===== config.mk =====
export PLATFORM = sky130hd
export DESIGN_NAME = rr_arbiter
export DESIGN_NICKNAME = d
export VERILOG_FILES = /design/src/rtl/rr_arbiter_pkg.sv /design/src/rtl/rr_arbiter_pick.sv /design/src/rtl/rr_arbiter.sv
export SDC_FILE = /design/constraint.sdc
export NUM_CORES = 1
export LEC_CHECK = 0
export BUFFER_PORTS_ARGS = -buffer_cell sky130_fd_sc_hd__buf_2
export CORE_MARGIN = 2
export CORE_UTILIZATION = 40
export CTS_BUF_LIST = sky130_fd_sc_hd__clkbuf_2 sky130_fd_sc_hd__clkbuf_4 sky130_fd_sc_hd__clkbuf_8
export CTS_CLUSTER_SIZE = 24
export DETAILED_ROUTE_END_ITERATION = 8
export PLACE_DENSITY_LB_ADDON = 0.25
export SLEW_MARGIN = 30
export SYNTH_ARGS = -nofsm -noshare
export SYNTH_HDL_FRONTEND = slang
export SYNTH_SLANG_ARGS = --single-unit

===== constraint.sdc =====
create_clock -name clk -period 3.3 [get_ports clk]
set_clock_uncertainty 0.2 [all_clocks]
set_input_delay 0.165 -clock clk [delete_from_list [all_inputs] [get_ports clk]]
set_output_delay 0.165 -clock clk [all_outputs]
set_load 0.005 [all_outputs]

===== src/rtl/rr_arbiter_pkg.sv =====
// Shared types and the rotating-priority search used by the round-robin arbiter.
package rr_arbiter_pkg;

   typedef enum logic {
      IDLE  = 1'b0,
      GRANT = 1'b1
   } state_t;

   localparam int N_MAX     = 8;
   localparam int N_DEFAULT = 3;
   localparam int IDX_W     = $clog2(N_DEFAULT);

   typedef struct packed {
      logic       found;
      logic [2:0] idx;
   } pick_t;

   // Scanning from the top down lets the lowest rotated offset win without a break.
   function automatic pick_t next_pending(input logic [N_MAX-1:0] req,
                                          input logic [2:0]       start,
                                          input int               n);
      pick_t res;
      int    k;
      res = '0;
      for (int i = N_MAX - 1; i >= 0; i--) begin
         if (i < n) begin
            k = (int'(start) + i) % n;
            if (req[k]) begin
               res.found = 1'b1;
               res.idx   = 3'(k);
            end
         end
      end
      return res;
   endfunction

endpackage


===== src/rtl/rr_arbiter_pick.sv =====
// Combinational rotating-priority picker: first set request at or after ptr, wrapping modulo N.
module rr_pick
   import rr_arbiter_pkg::*;
#(
   parameter int N  = 3,
   parameter int IW = $clog2(N)
) (
   input  logic [N-1:0]  req,
   input  logic [IW-1:0] ptr,
   output logic [IW-1:0] idx,
   output logic          found
);

   pick_t res;

   always_comb begin
      res   = next_pending(N_MAX'(req), 3'(ptr), N);
      idx   = IW'(res.idx);
      found = res.found;
   end

endmodule


===== src/rtl/rr_arbiter.sv =====
// Round-robin arbiter for one shared registered stage; grants are registered and one-hot.
// Optional grant-length preemption is compiled in with RR_ARBITER_PREEMPT_EN.
module rr_arbiter
   import rr_arbiter_pkg::*;
#(
   parameter int N        = 3,
   parameter int HOLD_MAX = 8
) (
   input  logic                 clk,
   input  logic                 rst_n,
   input  logic [N-1:0]         req,
   output logic [N-1:0]         gnt,
   output logic [$clog2(N)-1:0] gnt_id,
   output logic                 busy
);

   localparam int          IW  = $clog2(N);
   localparam logic [N-1:0] ONE = N'(1);

   if (N < 2 || N > N_MAX || HOLD_MAX < 2) begin : g_param_check
      $error("rr_arbiter: N must be 2..8 and HOLD_MAX at least 2");
   end

   state_t        state_q, state_d;
   logic [N-1:0]  gnt_q, gnt_d;
   logic [IW-1:0] gnt_id_q, gnt_id_d;
   logic [IW-1:0] ptr_q, ptr_d;
   logic          busy_q, busy_d;

   logic [N-1:0]  pick_req;
   logic [IW-1:0] pick_idx;
   logic          pick_found;
   logic          owner_req;
   logic          take;

`ifdef RR_ARBITER_PREEMPT_EN
   localparam int CNT_W = $clog2(HOLD_MAX);
   logic [CNT_W-1:0] cnt_q, cnt_d;
`endif

   // While granted the owner is masked out, so found means "someone else is waiting".
   // ptr always equals owner+1 in GRANT, so one picker serves both arbitration points.
   assign pick_req  = (state_q == GRANT) ? (req & ~gnt_q) : req;
   assign owner_req = |(req & gnt_q);

   rr_pick #(
      .N  (N),
      .IW (IW)
   ) u_pick (
      .req   (pick_req),
      .ptr   (ptr_q),
      .idx   (pick_idx),
      .found (pick_found)
   );

   always_comb begin
      state_d  = state_q;
      gnt_d    = gnt_q;
      gnt_id_d = gnt_id_q;
      ptr_d    = ptr_q;
      busy_d   = busy_q;
      take     = 1'b0;
`ifdef RR_ARBITER_PREEMPT_EN
      cnt_d    = cnt_q;
`endif
      case (state_q)
         IDLE: begin
            take = pick_found;
         end
         GRANT: begin
            if (!owner_req) begin
               if (pick_found) begin
                  take = 1'b1;
               end else begin
                  state_d = IDLE;
                  gnt_d   = '0;
                  busy_d  = 1'b0;
               end
`ifdef RR_ARBITER_PREEMPT_EN
            end else if (cnt_q == CNT_W'(HOLD_MAX - 1)) begin
               take = pick_found;
            end else begin
               cnt_d = cnt_q + 1'b1;
`endif
            end
         end
         default: state_d = IDLE;
      endcase

      if (take) begin
         state_d  = GRANT;
         gnt_d    = ONE << pick_idx;
         gnt_id_d = pick_idx;
         busy_d   = 1'b1;
         ptr_d    = IW'((int'(pick_idx) + 1) % N);
`ifdef RR_ARBITER_PREEMPT_EN
         cnt_d    = '0;
`endif
      end
   end

   always_ff @(posedge clk or negedge rst_n) begin
      if (!rst_n) begin
         state_q  <= IDLE;
         gnt_q    <= '0;
         gnt_id_q <= '0;
         ptr_q    <= '0;
         busy_q   <= 1'b0;
`ifdef RR_ARBITER_PREEMPT_EN
         cnt_q    <= '0;
`endif
      end else begin
         state_q  <= state_d;
         gnt_q    <= gnt_d;
         gnt_id_q <= gnt_id_d;
         ptr_q    <= ptr_d;
         busy_q   <= busy_d;
`ifdef RR_ARBITER_PREEMPT_EN
         cnt_q    <= cnt_d;
`endif
      end
   end

   assign gnt    = gnt_q;
   assign gnt_id = gnt_id_q;
   assign busy   = busy_q;

endmodule


# Yosys cells after proc, flatten, opt, wreduce, memory -nomap -nowiden
# Index checks and enable logic that the tools add are counted.
[classes]
shift = 1
n_lt_le_gt_ge = 3
div = 4
mux = 27
n_reduce_logical = 3
n_addsub = 3
eq_ne = 2
n_mul = 0
bitwise = 4
[op_table]
columns = ["cell", "count"]
rows = [
  ["32-bit by 5-bit less-than comparator with 1-bit output, second input constant", 3],
  ["32-bit by 3-bit modulo with 32-bit output, second input constant", 3],
  ["3-bit by 3-bit modulo with 32-bit output, second input constant", 1],
  ["1-bit 2-to-1 mux", 15],
  ["3-bit 2-to-1 mux", 5],
  ["4-bit 2-to-1 mux", 3],
  ["1-bit binary-select mux with 3-bit select", 3],
  ["2-bit by 1-bit adder with 3-bit output, second input constant", 2],
  ["3-bit bitwise AND", 2],
  ["2-bit by 2-bit adder with 3-bit output, second input constant", 1],
  ["3-bit inverter", 1],
  ["3-bit AND reduction", 1],
  ["3-bit OR reduction", 1],
  ["1-bit by 2-bit << shifter with 3-bit output, first input constant", 1],
  ["2-bit by 1-bit inequality test with 1-bit output, second input constant", 1],
  ["2-bit inequality test, second input constant", 1],
  ["1-bit case mux with 2 select lines", 1],
  ["2-bit nonzero test", 1],
  ["1-bit inverter", 1],
]
[totals]
reg_bits = 9
mem_count = 0
ramBits = 0
latch_bits = 0
out_inout_bits = 6
rom_bits = 0
input_bits = 5
wordCells = 52

# Longest topological paths before layout
[logic_depth]
depth_word = 14
depth_mapped = 9
ltp_nobuf = 8

# Cells and area by module
# A second synthesis with hierarchy kept.
[hier_totals]
hier_cells = 77
hier_area_um2 = 714.4
[by_module_without_submodules]
columns = ["module", "seq_area_each_um2", "cells_per_inst", "area_each_um2", "n_inst"]
rows = [
  ["rr_arbiter", 225.2, 38, 462.9, 1],
  ["rr_pick", 0.0, 39, 251.5, 1],
]

# Worst setup path after synthesis
# Ideal clock, no wire load.
[synth_path]
path_kind = "flip-flop to flip-flop"
from = "reg ptr_q[1]"
to = "reg gnt_q[2] (netlist: gnt[2])"
setup_time_ns = 0.125
required_ns = 2.975
slack_ns = 0.786
path_buffers = 2
synth_period_minus_slack_ns = 2.514
arrival_time_ns = 2.189
stages_incl_launch_ff = 10
cell_sequence = "dfrtp_1 -> inv_1 -> ha_1 -> buf_6 -> mux2_4 -> a2111oi_2 -> a2111oi_2 -> a21boi_2 -> buf_6 -> mux2_4"
[synth_between]
elab_chain_cells = 13
elab_cells_between_ends = 26
classes_between = "2 x add/sub; 3 x div; 2 x eq/ne; 1 x shift; 16 x mux; 2 x reduce/logical"
[synth_rtl]
columns = ["element", "line_no", "text"]
rows = [
  ["start, declared", "rr_arbiter.sv:27", "logic [IW-1:0] ptr_q, ptr_d;"],
  ["start signal, assigned", "rr_arbiter.sv:116", "ptr_q <= ptr_d;"],
  ["2-bit by 2-bit adder with 3-bit output", "rr_arbiter_pkg.sv:27", "k = (int'(start) + i) % n;"],
  ["32-bit by 3-bit modulo with 32-bit output", "rr_arbiter_pkg.sv:27", ""],
  ["1-bit binary-select mux with 3-bit select", "rr_arbiter_pkg.sv:28", "if (req[k]) begin"],
  ["1-bit 2-to-1 mux (implied by the code) (2 in a row)", "rr_arbiter_pkg.sv:28", ""],
  ["4-bit 2-to-1 mux (2 in a row)", "rr_arbiter_pkg.sv:28", ""],
  ["4-bit 2-to-1 mux (*)", "rr_arbiter_pkg.sv:28", ""],
  ["1-bit 2-to-1 mux", "rr_arbiter.sv:72", "if (pick_found) begin"],
  ["1-bit 2-to-1 mux", "rr_arbiter.sv:71", "if (!owner_req) begin"],
  ["1-bit case mux with 2 select lines", "rr_arbiter.sv:66", "case (state_q)"],
  ["2-bit inequality test (no source line), or another cell as far along", "n/a", ""],
  ["3-bit AND reduction (no source line)", "n/a", ""],
  ["end signal, assigned", "rr_arbiter.sv:114", "gnt_q <= gnt_d;"],
  ["end, declared", "rr_arbiter.sv:25", "logic [N-1:0] gnt_q, gnt_d;"],
]
# Every way passes the cells marked *; elsewhere a longest branch is shown, timed or not. The select of a mux whose other input is x is not followed.
# A chain may end at the register's enable or synchronous reset.

# Worst setup path after layout
[layout_path]
from = "reg ptr_q[1]"
to = "reg gnt_id_q[1] (netlist: gnt_id[1])"
[layout_between]
elab_chain_cells = 11
elab_cells_between_ends = 20
classes_between = "2 x add/sub; 3 x div; 15 x mux"
[layout_rtl]
columns = ["element", "line_no", "text"]
rows = [
  ["2-bit by 2-bit adder with 3-bit output", "rr_arbiter_pkg.sv:27", ""],
  ["32-bit by 3-bit modulo with 32-bit output", "rr_arbiter_pkg.sv:27", ""],
  ["1-bit binary-select mux with 3-bit select", "rr_arbiter_pkg.sv:28", ""],
  ["1-bit 2-to-1 mux (implied by the code) (2 in a row)", "rr_arbiter_pkg.sv:28", ""],
  ["4-bit 2-to-1 mux (2 in a row)", "rr_arbiter_pkg.sv:28", ""],
  ["4-bit 2-to-1 mux (*)", "rr_arbiter_pkg.sv:28", ""],
  ["1-bit 2-to-1 mux", "rr_arbiter.sv:72", ""],
  ["1-bit 2-to-1 mux", "rr_arbiter.sv:71", ""],
  ["1-bit case mux with 2 select lines", "rr_arbiter.sv:66", ""],
  ["end signal, assigned", "rr_arbiter.sv:115", "gnt_id_q <= gnt_id_d;"],
  ["end, declared", "rr_arbiter.sv:26", "logic [IW-1:0] gnt_id_q, gnt_id_d;"],
]
# Marked as above.

==> impl_metrics.py <==
metrics = {
    "floorplanning": {
        "fp.dieH_um": 46.9,
        "rows": 15,
        "core_area_um2": 1730,
        "pin_count": 11,
        "start_util_pct": 42.7,
        "die_area_um2": 2200,
        "die_w_um": 46.9,
    },
    "clock_network": {
        "cts_tree": "done",
        "clockBufferDepth": 2,
        "htree_levels": 1,
        "post_cts_buffers": 0,
        "cts_buffers": 3,
        "cts.sinks": 9,
        "clock_latency_ps": 260,
        "cts_root_buf": "clkbuf_4",
        "clk_pin_slew_worst_paths_ps": 60,
    },
    "placed_design": {
        "post-dp-hpwl_um": 1070,
        "post-place-cells": 100,
        "io_buffers": 10,
        "pre_cts_slack_ps": 492,
        "gp_congestion": 0.884,
        "placed_area_um2": 792,
    },
    "sta": {
        "finalCriticalPeriod_ps": 2820,
        "setup_slack_ps": 477,
        "tightest_slew_ps": 461,
        "final-setup-viol-count": 0,
        "drv_slew": 0,
        "final-hold-violation-count": 0,
        "relSlewSlack_pct": 69.0,
        "fmax_ghz": 0.354,
        "timing.hold.ws_ps": 79.5,
        "post-route-period-util_pct": 85.5,
        "setup_tns_ps": 0,
        "rsz0062_at_grt": "false",
    },
    "global_route": {
        "grt_pass1_vias": 518,
        "gr-total-overflow": 0,
        "grt_pass1_wl_um": 2300,
        "grt_max_degree": 11,
        "grt_usage_pct": 15.3,
        "antenna_found_initial": 0,
    },
    "synthesis": {
        "synth_top_area_share_pct": 30.6,
        "synth-seq-area-share_pct": 30.6,
        "synthCells": 67,
        "synth_top_area_cell": "dfrtp_1",
        "synth_area_per_cell_um2": 11.0,
        "yosysWarnings": 0,
        "netlist_top_cells_area": "dfrtp_1 (31%), mux2i_1 (11%), ha_1 (10%), mux2_4 (8.1%), buf_6 (4.6%)",
        "synth-seq-cells": 9,
        "synth_area_um2": 737,
        "syn-num-nets": 78,
        "netlist-cell-type-count": 31,
    },
    "drt": {
        "wl_per_cell_um": 13.5,
        "num_vias": 551,
        "routed_wl_um": 1420,
        "drc": 0,
        "final_antenna_net_count": 0,
        "drtIter0Drc": 4,
        "drt_pass1_iterations": 4,
        "viasPerCell": 5.25,
    },
    "power": {
        "ir_drop_mv": 0.469,
        "powerDensity_nw_per_um2": 1040,
        "design_power_total_uw": 862,
        "p_leak_nw": 0.418,
    },
    "worst_setup_path": {
        "reg2reg_to": "gnt_id[1]",
        "critPathArrivalTime_ps": 2770,
        "r2r-start": "ptr_q[1]",
        "cp-start-kind": "register",
        "crit_required_ps": 3240,
        "rrSetupSlack_ps": 480,
        "crit_path_end_kind": "register",
        "path_class": "reg2reg",
        "rr_worst_depth": 8,
        "worst-path-max-fanout": 10,
    },
    "finish": {
        "nNetsFinal": 92,
        "diodes": 0,
        "final_cells": 105,
        "post-route-cell-area_um2": 832,
        "drive_above_1_share_pct": 32.5,
        "utilization_pct": 48.2,
        "area_growth_pct": 12.9,
    },
    "outcome": {
        "status": "finished, final reports clean",
    },
    "flow_run": {
        "max_cap_viol_count": 0,
    },
    "hold_path": {
        "hold_class": "in2async",
    },
}
## cell type report
type,instances,area [um^2]
clock buffers,4,30.0
fillers,172,895
inverters,6,22.5
multi-input cells,49,455
flip-flops and latches,9,225
well taps,25,31.3
repair buffers,12,67.6
## worst max-delay path, cell delays in order (launching register included)
cell and delay, ps:
dfrtp_1 420, inv_1 130, ha_1 430, mux2_2 380, a211oi_1 310, a21oi_1 160
a21boi_2 160, buf_4 190, mux2_4 310
## synth_stat cells
cell,count
mux2_4,4
buf_6,3
a22oi_1,1
nor2_1,1
mux2_2,1
nor3_1,1
nand2_1,5
a21boi_2,1
dfrtp_1,9
a221o_1,1
ha_1,6
a2111oi_2,2
o2111a_1,1
o41ai_1,1
and2b_2,1
a21o_1,1
nand3_1,1
a21bo_2,1
and2_1,1
a21o_2,1
a311oi_1,1
a211oi_1,2
a211o_1,1
mux2i_1,8
nor4_1,1
nor3b_1,1
a222oi_1,1
or2b_1,1
a21boi_0,1
inv_1,6
a21oi_1,1
## registers in the layout, summed over array words and instances (netlist names)
signal / cells
gnt: 3
busy: 1
gnt_id: 2
ptr_q: 2
state_q: 1
## kinds of logic (layout without fill, tap and decap cells)
kind of cell	after synthesis	in the layout	synth area share, %
buf+inv	9	22	7.64
compound gates	17	17	21.7
flops	9	9	30.6
fa+ha+maj	6	6	10.2
mux	13	13	20.5
simple gates	13	13	9.34
## layout by cell type (no fill, tap or decap), types with 2 or more instances in the layout
master	synthesis	layout
clkbuf_4	0	4
a2111oi_2	2	2
ha_1	6	6
a211oi_1	2	2
nand2_1	5	5
dfrtp_1	9	9
mux2i_1	8	8
buf_2	0	10
mux2_4	4	4
inv_1	6	6
## where the power goes
part	internal (mW)	switching (mW)	total, mW
sequential	0.158	0.0457	0.203
clock	0.0549	0.0395	0.0944
combinational	0.281	0.283	0.564
## what timing repair did
item                                   in CTS  in global routing
endpoints found under the hold margin       9                  0
gates resized for setup                     0                  0
hold buffers                                1                  0
## how the worst max path moves through the flow
stage                            to  cells after the start      from  slack, ps
after CTS                 gnt_id[1]                      8  ptr_q[1]        480
final                     gnt_id[1]                      8  ptr_q[1]        480
after global routing      gnt_id[1]                      8  ptr_q[1]        300
after detailed placement     gnt[2]                      8  ptr_q[1]        490
after floorplan              gnt[2]                      9  ptr_q[1]        790
after global placement    gnt_id[1]                      8  ptr_q[1]        550
## per-layer routing
| metal | vias up | routed length, um | global-route usage [%] |
|---|---|---|---|
| li1 | 276 | - | - |
| met2 | 9 | 638 | 20.5 |
| met1 | 266 | 744 | 20.8 |
| met5 | - | 0 | 0 |
| met4 | 0 | 0 | 11.7 |
| met3 | 0 | 34 | 3.85 |
No activity file was read; power rests on OpenSTA's default activity.
